## src/rtl/uart_rx.sv

```systemverilog
// 8N1 UART receiver: 2-flop synchroniser, midpoint sampling, one-cycle valid or
// framing-error strobe per frame.
module uart_rx #(
    parameter int BAUD_RATE = 9600,
    parameter int CLOCK_HZ  = 12_000_000
) (
    input  logic       clock,
    input  logic       reset,
    input  logic       pin,
    // `byte` is a reserved word in SystemVerilog, so the received byte is `data`
    output logic [7:0] data,
    output logic       valid,
    output logic       frame_error,
    output logic       busy
);
    localparam int CYCLES_PER_BIT = CLOCK_HZ / BAUD_RATE;
    localparam int HALF_BIT       = CYCLES_PER_BIT / 2;
    localparam int CW             = $clog2(CYCLES_PER_BIT) + 1;

    typedef enum logic [2:0] {RECOVER, IDLE, START, RECEIVE, STOP} state_t;

    state_t          state_q, state_d;
    logic [CW-1:0]   count_q, count_d;
    logic [2:0]      index_q, index_d;
    logic [7:0]      shreg_q, shreg_d;
    logic [7:0]      data_q, data_d;
    logic            valid_q, valid_d;
    logic            ferr_q, ferr_d;
    logic [1:0]      sync_q;
    logic            s;

    assign s = sync_q[1];

    always_ff @(posedge clock or posedge reset) begin
        if (reset) begin
            sync_q  <= 2'b11;
            state_q <= RECOVER;
            count_q <= '0;
            index_q <= '0;
            shreg_q <= '0;
            data_q  <= '0;
            valid_q <= 1'b0;
            ferr_q  <= 1'b0;
        end else begin
            sync_q  <= {sync_q[0], pin};
            state_q <= state_d;
            count_q <= count_d;
            index_q <= index_d;
            shreg_q <= shreg_d;
            data_q  <= data_d;
            valid_q <= valid_d;
            ferr_q  <= ferr_d;
        end
    end

    always_comb begin
        state_d = state_q;
        count_d = count_q;
        index_d = index_q;
        shreg_d = shreg_q;
        data_d  = data_q;
        valid_d = 1'b0;
        ferr_d  = 1'b0;
        case (state_q)
            RECOVER: begin
                count_d = '0;
                index_d = '0;
                if (s) state_d = IDLE;
            end
            IDLE: begin
                count_d = '0;
                index_d = '0;
                if (!s) state_d = START;
            end
            START: begin
                // a start bit must still be low at its midpoint, else it was a glitch
                if (count_q == CW'(HALF_BIT - 1)) begin
                    count_d = '0;
                    state_d = s ? IDLE : RECEIVE;
                end else begin
                    count_d = count_q + 1'b1;
                end
            end
            RECEIVE: begin
                if (count_q == CW'(CYCLES_PER_BIT - 1)) begin
                    count_d          = '0;
                    shreg_d[index_q] = s;
                    if (index_q == 3'd7) begin
                        index_d = '0;
                        state_d = STOP;
                    end else begin
                        index_d = index_q + 1'b1;
                    end
                end else begin
                    count_d = count_q + 1'b1;
                end
            end
            STOP: begin
                // leaves at mid stop bit, so a following start edge is never missed
                if (count_q == CW'(CYCLES_PER_BIT - 1)) begin
                    count_d = '0;
                    if (s) begin
                        data_d  = shreg_q;
                        valid_d = 1'b1;
                        state_d = IDLE;
                    end else begin
                        ferr_d  = 1'b1;
                        state_d = RECOVER;
                    end
                end else begin
                    count_d = count_q + 1'b1;
                end
            end
            default: state_d = RECOVER;
        endcase
    end

    assign data        = data_q;
    assign valid       = valid_q;
    assign frame_error = ferr_q;
    assign busy        = (state_q != IDLE) && (state_q != RECOVER);

endmodule

```

## config.mk

```make
export PLATFORM = sky130hd
export DESIGN_NAME = uart_rx
export DESIGN_NICKNAME = d
export VERILOG_FILES = /design/src/rtl/uart_rx.sv
export SDC_FILE = /design/constraint.sdc
export NUM_CORES = 1
export LEC_CHECK = 0
export BUFFER_PORTS_ARGS = -buffer_cell sky130_fd_sc_hd__buf_2
export CAP_MARGIN = 15
export CORE_UTILIZATION = 35
export DETAILED_ROUTE_END_ITERATION = 12
export PLACE_DENSITY_LB_ADDON = 0.2
export SETUP_SLACK_MARGIN = 0.2
export SLEW_MARGIN = 20
export SYNTH_ARGS = -nofsm -noshare
export SYNTH_HDL_FRONTEND = slang
export SYNTH_SLANG_ARGS = --single-unit
```

## constraint.sdc

```tcl
create_clock -name clock -period 2.4 [get_ports clock]
set_input_delay 0.12 -clock clock [delete_from_list [all_inputs] [get_ports clock]]
set_output_delay 0.12 -clock clock [all_outputs]
set_load 0.02 [all_outputs]
```

## Word-level counts from Yosys, hierarchy flattened

Index checks and enable logic that the tools add are counted.

| storage, ports and cells | value |
|---|---|
| flip-flop bits (word level) | 38 |
| bits of input ports | 3 |
| output and inout bits | 11 |
| word-level logic and storage cells | 62 |

| operators by class | value |
|---|---|
| add/subtract/negate cells | 2 |
| magnitude comparators | 2 |
| equal/unequal tests | 14 |
| multiplexer cells | 24 |
| reductions and logical operators | 12 |

Operator list:

| kind | number |
|---|---|
| $pmux 12 s3 | 1 |
| $mux 12 | 2 |
| $mux 3 | 8 |
| $pmux 3 s5 | 1 |
| $add 12x1->12 const B | 1 |
| $eq 12x10->1 const B | 1 |
| $eq 12x11->1 const B | 1 |
| $ne 2x2->1 const B | 6 |
| $bwmux 8 | 1 |
| $mux 1 | 8 |
| $eq 3x2->1 const B | 2 |
| $eq 3x3->1 const B | 2 |
| $pmux 3 s2 | 1 |
| $reduce_and 6->1 | 1 |
| $reduce_bool 3->1 | 2 |
| $lt 3x4->1 const B | 1 |
| $reduce_and 2->1 | 2 |
| $reduce_or 2->1 | 2 |
| $add 3x1->3 const B | 1 |
| $demux 1 s3 | 1 |
| $eq 3x1->1 const B | 1 |
| $ge 3x1->1 const B | 1 |
| $logic_not 3->1 | 1 |
| $ne 3x1->1 const B | 1 |
| other kinds (4) | 5 |

## Depth between registers and ports, before layout

| depth | value |
|---|---|
| depth after elaboration | 5 |
| depth in mapped cells | 8 |
| mapped depth without buffers | 7 |

## Worst setup path after synthesis

OpenSTA, ideal clock, no wires.

| path | value |
|---|---|
| path type | reg-to-reg |
| start | register count_q[4] |
| end | register shreg_q[4] |
| setup time | 0.125 ns |
| data arrival time | 2.104 ns |
| data required time | 2.275 ns |
| setup slack | 0.171 ns |
| stages on the path, launching flop included | 6 |
| clock period less this slack | 2.229 ns |
| path through | dfrtp_1 -> or3b_4 -> nor4b_4 -> nand3_2 -> nor4b_2 -> mux2_2 |

| on the way | value |
|---|---|
| cells in the longest elaborated chain, start to end | 2 |

RTL lines:

| what | line | text |
|---|---|---|
| start, declared | 23 | `logic [CW-1:0] count_q, count_d;` |
| start signal, assigned | 47 | `count_q <= count_d;` |
| $eq 12x11->1 | 85 | `if (count_q == CW'(CYCLES_PER_BIT - 1)) begin` |
| $reduce_and 2->1 (no source line) | - |  |
| end signal, assigned | 49 | `shreg_q <= shreg_d;` |
| end, declared | 25 | `logic [7:0] shreg_q, shreg_d;` |

Every way passes these cells.
A chain may end at the register's enable or synchronous reset.

## Worst setup path in the final report

| path | value |
|---|---|
| start | register count_q[1] |
| end | register shreg_q[2] |

Same word-level chain as after synthesis.

==> results.cfg <==
[outcome]
outcome = completed

[clock_network]
insertion_delay_ns = 0.29
cts_buffers = 5
cts_tree = yes
path_clk_slew_ns = 0.08
ctsRootBufferMaster = clkbuf_8
clockBufferDepth = 2
cts_htree_levels = 2
cts_num_sinks = 38

[flow_run]
drv_cap = 0

[cells_and_area]
fill_cells = 546
final_core_utilization_pct = 43.0
syn_to_final_growth_pct = 18.5
antenna_cells = 0
final_net_count = 232
drive_gt1_share_pct = 28.9
multi_input_area_um2 = 960
seq_area_um2 = 953

[pwr]
p_leak_nw = 1.10
irDropWorstVdd_mv = 0.407
p_int_w = 0.00113
clkPwrFrac_pct = 27.4
p_switching_w = 0.000559
power.total_w = 0.00169
swShare_pct = 33.1
p_comb_share_pct = 28.2
power.density_nw_per_um2 = 717
p_seq_share_pct = 44.4

[yosys]
syn-num-nets = 200
synth_seq_cells = 38
netlist_instances = 192
yosys_warnings = 0
yosys_most_used_dff = dfrtp_1
syn_area_per_cell_um2 = 10.3
seq_area_frac_synth_pct = 48.0
synth-edff-count = 0
synthesis.area_um2 = 1980
synth_async_sr_flop_share_pct = 100
yosys.cell_types.count = 43

[sta]
max_freq_mhz = 483
setup_violations = 0
slew_violations = 0
finalCriticalPeriod_ns = 2.07
hold_viol = 0
tns_ns = 0
min_period_over_period_pct = 86.2
rsz0062_at_grt = no
tightest_slew_ns = 0.595
finClkSkew_ns = 0.00217
relSlewSlack_pct = 60.3
layout_setup_ws_ns = 0.331

[placed_design]
hpwl_mm = 2.69
port_buffers = 13
place.gp.congestion = 0.805
place_ws_ns = 0.143

[worst_setup_path]
arrival_ns = 2.25
path_class = flop to flop
setup.worst_path.start = count_q[1]$_DFFE_PP0P_
crit_end = shreg_q[2]$_DFFE_PP0P_
r2r_end = shreg_q[2]$_DFFE_PP0P_
endpoint_kind = flop
start_kind = flop
cp_max_fo = 6
reg2reg_depth = 8
r2r-start = count_q[1]$_DFFE_PP0P_
r2r_setup_slack_ns = 0.33
worstPathRequired_ns = 2.58

[die]
chipWidth_um = 77.3
dieArea_um2 = 5970
std_cell_rows = 27
coreArea_um2 = 5470
initial_core_util_pct = 36.3
die_h_um = 77.3
io_pins = 14

[global_route]
grt_start_max_net_pins = 39
grt_pass1_vias = 1342
grt_antenna_before_repair = 0
grt_usage_pct = 14.7
grt_pass1_wl_mm = 6.76
grt_overflow = 0

[hold_path]
hp-class = flop to flop
hold_depth = 0

[route]
wl_per_cell_um = 13.3
drtPass1Iterations = 4
drt_wl_total_mm = 3.95
ant_nets = 0
routed_via_density = 4.93
drtIter0Drc = 110
drc_errors = 0
via_count = 1464
==> sequential cells by signal (all words and copies together), names as in the netlist <==
| signal | cells |
|---|---|
| count_q | 12 |
| data | 8 |
| frame_error | 1 |
| index_q | 3 |
| shreg_q | 8 |
| state_q | 3 |
| sync_q | 2 |
| valid | 1 |
==> worst min-delay path by stage <==
stage | start | end | slack [ns]
final | sync_q[0]$_DFF_PP1_ | sync_q[1]$_DFF_PP1_ | 0.36
after global routing | sync_q[0]$_DFF_PP1_ | sync_q[1]$_DFF_PP1_ | 0.37
after CTS | sync_q[0]$_DFF_PP1_ | sync_q[1]$_DFF_PP1_ | 0.37
after detailed placement | pin | sync_q[0]$_DFF_PP1_ | 0.23
after global placement | pin | sync_q[0]$_DFF_PP1_ | 0.23
after floorplan | pin | sync_q[0]$_DFF_PP1_ | 0.12
==> placed cells by master (no fill, tap or decap), types with 6 or more instances in the layout <==
cell type and n:
inv_1 7, nor2_1 14, nand3_1 11, clkbuf_8 6, nand2_1 23, a21oi_1 6
mux2_2 12, o21ai_0 12, buf_4 19, dfrtp_1 36, buf_2 13
==> synthesized netlist by cell type (all sizes together), types with 2 or more instances <==
cell type / count / area (um^2)
dfrtp: 36 / 901
buf: 5 / 53.8
o22ai: 5 / 31.3
mux2: 16 / 180
nand2: 23 / 86.3
clkbuf: 3 / 21.3
nor4: 2 / 12.5
nand4: 2 / 12.5
nor3: 5 / 25.0
nor4b: 3 / 53.8
nand3: 13 / 75.1
a211oi: 2 / 15.0
ha: 5 / 62.6
nor2: 15 / 56.3
xnor2: 2 / 17.5
a21oi: 6 / 30.0
and3: 4 / 25.0
dfstp: 2 / 52.6
nor3b: 4 / 30.0
nand4b: 2 / 17.5
inv: 7 / 26.3
nor2b: 3 / 18.8
o21ai: 14 / 70.1
==> through the flow <==
step / hold WS, ns / instance area [um^2] / cells
after global routing: 0.374 / 2350 / 297
after detailed placement: 0.228 / 2160 / 282
after CTS: 0.367 / 2290 / 293
after global placement: 0.227 / 2160 / 282
after floorplan: 0.124 / 1980 / 192
final: 0.362 / 2350 / 297
==> critical path, stage by stage (launching register included) <==
cell and delay, ns:
dfrtp_1 0.41, inv_1 0.10, ha_1 0.14, nand2_1 0.09, nor4b_4 0.27, buf_4 0.18
nand3_4 0.12, nor4b_4 0.29, mux2_2 0.35
==> cell families after synthesis <==
kind of cell | share of synthesized area [%]
DFF | 48.0
adders and majority gates | 3.15
AOI/OAI and AO/OA | 9.40
and+or+nand+nor | 23.4
xor gates and xnor gates | 0.883
buffers and inverters | 5.55
muxes | 9.58
==> layer usage <==
layer | share of wire, % | up-vias | track usage, % | wire length (um)
li1 | - | 741 | - | -
met1 | 51 | 698 | 21.4 | 2020
met2 | 44 | 19 | 20.5 | 1730
met3 | 3.0 | 6 | 3.57 | 117
met4 | 2.0 | 0 | 6.23 | 78
met5 | 0 | - | 0 | 0
==> final cells by class <==
type / count / share of cell area (%)
well taps: 72 / 3.83
flip-flops and latches: 38 / 40.5
repair buffers: 34 / 9.68
clock inverters: 2 / 0.532
inverters: 7 / 1.12
clock buffers: 6 / 3.51
multi-input cells: 138 / 40.8
==> power by group through the flow <==
stage,Sequential (W),Clock [W],Combinational (W)
floorplan,0.000737,0,0.000301
global placement,0.000765,0,0.000434
detailed placement,0.000762,0,0.000432
CTS,0.000751,0.000482,0.000437
global route,0.000761,0.000501,0.000536
finish,0.000750,0.000462,0.000475
==> timing repair <==
item | CTS | global route
pin swaps | 0 | 3
hold buffers | 2 | 0
setup buffers | 1 | 4
endpoints found under the setup margin | 6 | 20
hold endpoints to repair | 37 | 0
gates resized for setup | 1 | 8
Power figures use the tool's default switching activity.
